===== src/rtl/sram_sp_be_regbased.sv =====
// Purpose : register-array single-port SRAM bank with per-column write enables.
// Latency : read data 1 cycle after request (KNOB_REGOUT=0) or 2 cycles (KNOB_REGOUT=1).
// Backpressure: none; every read/write request is accepted the cycle it is presented.
//
// Optional feature: define SRAM_SP_BE_WR_FIRST_EN for write-through on a same-cycle
// read/write to one address (enabled columns come from wr_dat_i). Default is read-first.
//
// Ports:
//   clk       clock, all logic on posedge
//   rst       synchronous active-high reset (clears memory and read pipeline)
//   adr_i     word address shared by read and write
//   wr_val_i  per-column write enable, bit k covers wr_dat_i[k*SIZE_COL +: SIZE_COL]
//   wr_dat_i  write data
//   rd_val_i  read request
//   rd_val_o  read data valid, one-cycle pulse per request
//   rd_dat_o  read data, holds until the next read completes
module sram_sp_be_regbased #(
  parameter int KNOB_REGOUT = 0,   // legal values: 0 or 1
  parameter int SIZE        = 64,
  parameter int SIZE_COL    = 8,
  parameter int DATA_WD     = 32,
  localparam int SIZE_WD    = $clog2(SIZE),
  localparam int NUM_COL    = DATA_WD / SIZE_COL
) (
  input  logic               clk,
  input  logic               rst,
  input  logic [SIZE_WD-1:0] adr_i,
  input  logic [NUM_COL-1:0] wr_val_i,
  input  logic [DATA_WD-1:0] wr_dat_i,
  input  logic               rd_val_i,
  output logic               rd_val_o,
  output logic [DATA_WD-1:0] rd_dat_o
);

  // SIZE always fits in SIZE_WD+1 bits, so the range check needs no 32-bit compare.
  localparam logic [SIZE_WD:0] SIZE_L = SIZE[SIZE_WD:0];

  logic [DATA_WD-1:0] mem [SIZE];
  logic               adr_ok;
  logic [DATA_WD-1:0] rd_word;
  logic               s1_vld;
  logic [DATA_WD-1:0] s1_dat;

  // Non-power-of-two SIZE leaves a hole at the top of the address space.
  assign adr_ok = ({1'b0, adr_i} < SIZE_L);

  // Word presented to the read pipeline; out-of-range addresses read as zero.
  always_comb begin
    rd_word = '0;
    if (adr_ok) begin
      rd_word = mem[adr_i];
`ifdef SRAM_SP_BE_WR_FIRST_EN
      for (int k = 0; k < NUM_COL; k++) begin
        if (wr_val_i[k]) begin
          rd_word[k*SIZE_COL +: SIZE_COL] = wr_dat_i[k*SIZE_COL +: SIZE_COL];
        end
      end
`endif
    end
  end

  // Storage: column-masked write, ignored for out-of-range addresses.
  always_ff @(posedge clk) begin
    if (rst) begin
      for (int i = 0; i < SIZE; i++) begin
        mem[i] <= '0;
      end
    end else if (adr_ok) begin
      for (int k = 0; k < NUM_COL; k++) begin
        if (wr_val_i[k]) begin
          mem[adr_i][k*SIZE_COL +: SIZE_COL] <= wr_dat_i[k*SIZE_COL +: SIZE_COL];
        end
      end
    end
  end

  // Stage 1: captures the word only on a request so data holds between reads.
  always_ff @(posedge clk) begin
    if (rst) begin
      s1_vld <= 1'b0;
      s1_dat <= '0;
    end else begin
      s1_vld <= rd_val_i;
      if (rd_val_i) begin
        s1_dat <= rd_word;
      end
    end
  end

  generate
    if (KNOB_REGOUT == 1) begin : g_regout
      logic               s2_vld;
      logic [DATA_WD-1:0] s2_dat;

      // Stage 2 loads only behind a valid stage-1 entry.
      always_ff @(posedge clk) begin
        if (rst) begin
          s2_vld <= 1'b0;
          s2_dat <= '0;
        end else begin
          s2_vld <= s1_vld;
          if (s1_vld) begin
            s2_dat <= s1_dat;
          end
        end
      end

      assign rd_val_o = s2_vld;
      assign rd_dat_o = s2_dat;
    end else begin : g_noregout
      assign rd_val_o = s1_vld;
      assign rd_dat_o = s1_dat;
    end
  endgenerate

endmodule


===== config.mk =====
export PLATFORM = sky130hd
export DESIGN_NAME = sram_sp_be_regbased
export DESIGN_NICKNAME = d
export VERILOG_FILES = /design/src/rtl/sram_sp_be_regbased.sv
export SDC_FILE = /design/constraint.sdc
export NUM_CORES = 2
export LEC_CHECK = 0
export ABC_AREA = 1
export BUFFER_PORTS_ARGS = -buffer_cell sky130_fd_sc_hd__buf_2
export CAP_MARGIN = 30
export CORE_AREA = 4 4 428 430
export CTS_BUF_LIST = sky130_fd_sc_hd__clkbuf_4 sky130_fd_sc_hd__clkbuf_8 sky130_fd_sc_hd__clkbuf_16
export DETAILED_ROUTE_END_ITERATION = 16
export DIE_AREA = 0 0 432 434
export PLACE_DENSITY = 0.7
export SETUP_SLACK_MARGIN = 0.5
export SLEW_MARGIN = 25
export SYNTH_ARGS = -nofsm -noshare
export SYNTH_HDL_FRONTEND = slang
export SYNTH_SLANG_ARGS = --single-unit

===== constraint.sdc =====
create_clock -name clk -period 2.5 [get_ports clk]
set_input_delay 0.25 -clock clk [delete_from_list [all_inputs] [get_ports clk]]
set_output_delay 0.25 -clock clk [all_outputs]
set_load 0.005 [all_outputs]

==> run_results.csv <==
group,metric,value,unit
run_status,status,"completed",
worst_setup_path,path_class,"flop to flop",
layout,final_core_util,0.625,
pwr,switching_share,0.244,
synthesis,syn-num-nets,11500,
placement,gp_congestion,0.929,
sta,fin_skew,37.5,ps
floorplanning,io_pins,78,
worst_setup_path,startpoint_type,"flop",
run,max_cap_violations,0,
synthesis,async_flop_share,0,
worst_setup_path,cp-startpoint,"mem[39][30]",
routing,viasPerCell,5.49,
pwr,clockPowerShare,0.397,
synthesis,synth_edf_count,2048,
min_path,min_path_cells,3,
layout,layout_common_cells,"6107 x nand2_1, 2197 x nor2_1, 2048 x edfxtp_1",
synthesis,yosys.area_share.simple,0.331,
floorplanning,initial_core_util,0.545,
global_routing,track_usage,0.311,
pwr,p_int,60100,uW
synthesis,syn_area_per_cell,8.58,um2
sta,worst_slack,618,ps
layout,nets,11700,
layout,drive_above_1_share,0.107,
sta,worst_pin_slew,865,ps
synthesis,seq_area_frac_synth,0.634,
pwr,p_switching,19300,uW
worst_setup_path,r2r_slack,620,ps
synthesis,ys_ff_latch,2081,
placement,hpwl,191,mm
floorplanning,die_h,434,um
worst_setup_path,rr_startpoint,"mem[39][30]",
clocking,cts_buffers,208,
worst_setup_path,endpoint_kind,"flop",
min_path,hold_start,"wr_dat_i[6]",
global_routing,overflow,0,
layout,nFillCells,14900,
pwr,p_comb_frac,0.091,
clocking,root_buffer,"clkbuf_16",
synthesis,synth-compound-area-share,0.00194,
placement,preCtsSetupSlack,21.8,ps
layout,syn_to_final_growth,14.6,%
placement,port_buffers,77,
routing,wl_per_cell,20.7,um
sta,rsz0062_at_grt,"false",
floorplanning,row_count,156,
synthesis,synthFlopType,"edfxtp_1",
sta,final_hold_viol_count,0,
floorplanning,chipWidth,432,um
routing,antenna_left,0,
pwr,seqPwrFrac,0.512,
synthesis,synth_mux_area_frac,0,
synthesis,synth_warnings,0,
layout,layout_commonest_cell,"nand2_1",
global_routing,antenna_found_initial,10,
routing,remaining_drc_errors,0,
synthesis,syn_area,0.0980,mm2
worst_setup_path,reg2regPathDepth,8,
sta,max_slew_margin,0.423,
sta,max_freq,0.531,GHz
layout,regArea,0.0622,mm2
clocking,clock-sinks,2081,
pwr,p_leak,0.0504,uW
synthesis,synth_fa_ha_area_frac,0,
sta,slew_violations,0,
worst_setup_path,cp_max_fo,1,
worst_setup_path,worstSetupEndpoint,"rd_dat_o[30]",
floorplanning,design.core.area,0.180,mm2
sta,period_share,0.753,
global_routing,grt_start_max_net_pins,123,
sta,setup_viol,0,
synthesis,synthDistinctLibCells,23,
sta,period_minus_slack,1880,ps
routing,drt_wl_total,295,mm
global_routing,grt_pass1_wl,441,mm
clocking,worstSkewPairLatency,860,ps
worst_setup_path,arrival,2640,ps
floorplanning,dieArea,0.187,mm2
clocking,cts_tree,"yes",
clocking,cts_resized,0,
min_path,hold_class,"input pin to flop",
synthesis,synth_top_family_by_area,"simple AND/OR/NAND/NOR gates",
pwr,ir_drop,657,uV
synthesis,synthCells,11400,
sta,final.setup.tns,0,ps
global_routing,grt_pass1_vias,74400,
synthesis,yosys.area_share.xor_xnor,0,
clocking,clk_path_buf_depth,3,
layout,multi_input_area,0.0328,mm2
routing,drtIter0Drc,9595,
routing,dr.pass1.iters,6,
clocking,htree_levels,4,
pwr,p_per_area,707,mW/mm2
clocking,path_clk_slew,60,ps
routing,vias,78200,
worst_setup_path,rr_endpoint,"rd_dat_o[30]",
worst_setup_path,worst_ep_required_time,3250,ps
## sequential cells by signal, summed over array words and instances (netlist names)
register  flops
rd_val_o      1
rd_dat_o     32
mem        2048
## through the flow
stage / instances / area [um2] / hold slack (ps) / total power, uW
floorplan: 11400 / 98100 / 496 / 45600
global placement: 13800 / 105000 / 557 / 48300
detailed placement: 13800 / 105000 / 578 / 48500
CTS: 14200 / 112000 / 5.78 / 79500
global route: 14200 / 112000 / 59.5 / 81900
finish: 14200 / 112000 / 74.0 / 79400
## logic make-up after synthesis
group	count (synthesis)
AO/OA/AOI/OAI	34
buffers and inverters	795
flip-flops	2081
AND/OR/NAND/NOR	8511
## layer usage
| layer | track usage | vias up | part of all wire |
|---|---|---|---|
| li1 | - | 36500 | - |
| met1 | 0.410 | 37100 | 0.38 |
| met2 | 0.495 | 3850 | 0.46 |
| met3 | 0.0606 | 699 | 0.10 |
| met4 | 0.154 | 14 | 0.056 |
| met5 | 0 | - | 0.00034 |
## power groups by stage
stage	Sequential (uW)	Combinational (uW)	Clock (uW)
final	40600	7240	31500
after global routing	40800	7940	33200
after CTS	40600	7170	31700
after detailed placement	41400	7090	0
after global placement	41300	7000	0
after floorplan	41100	4440	0
## worst min path at each step
stage | to | slack, ps
6_report | mem[61][6] | 70
5_1_grt | mem[22][6] | 60
4_1_cts | mem[61][6] | 6
3_5_place_dp | rd_dat_o[13] | 580
3_3_place_gp | rd_dat_o[13] | 560
2_1_floorplan | mem[0][2] | 500
## cells in the mapped netlist (8+ instances only)
cell type     n  area share
nand3_1      37      0.0019
nor2_2       35      0.0022
a21oi_1      12     0.00061
nand2_1    6151        0.24
o211ai_1      8     0.00061
nand2_2      48      0.0031
o21ai_0      14     0.00071
inv_1        72      0.0028
nor2_1     2201       0.084
edfxtp_1   2048        0.63
dfxtp_1      33      0.0067
buf_2       163      0.0083
clkbuf_1    454       0.017
nor2_4       19      0.0022
inv_2        48      0.0018
buf_1        52      0.0020
nand2_4       8     0.00092
## cell type report
class                   instances  share of cell area
diodes                          5            0.000111
well taps                    2370              0.0264
clock buffers                 269              0.0517
clock inverters               123             0.00955
multi-input cells            8545               0.292
repair buffers                732              0.0621
inverters                     120             0.00428
flip-flops and latches       2081               0.553
## timing repair
| action | CTS | global route |
|---|---|---|
| setup buffers | 0 | 0 |
| hold endpoints to repair | 1087 | 0 |
| hold buffers | 31 | 0 |
## critical path, stage by stage (launching register included)
cell	delay, ps
edfxtp_1	370
o21ai_0	270
nand2_1	140
o21ai_0	580
nand2_1	130
nor2_1	120
nand3_1	80
nand2_1	70
inv_1	40
(Power assumes the default switching activity.)
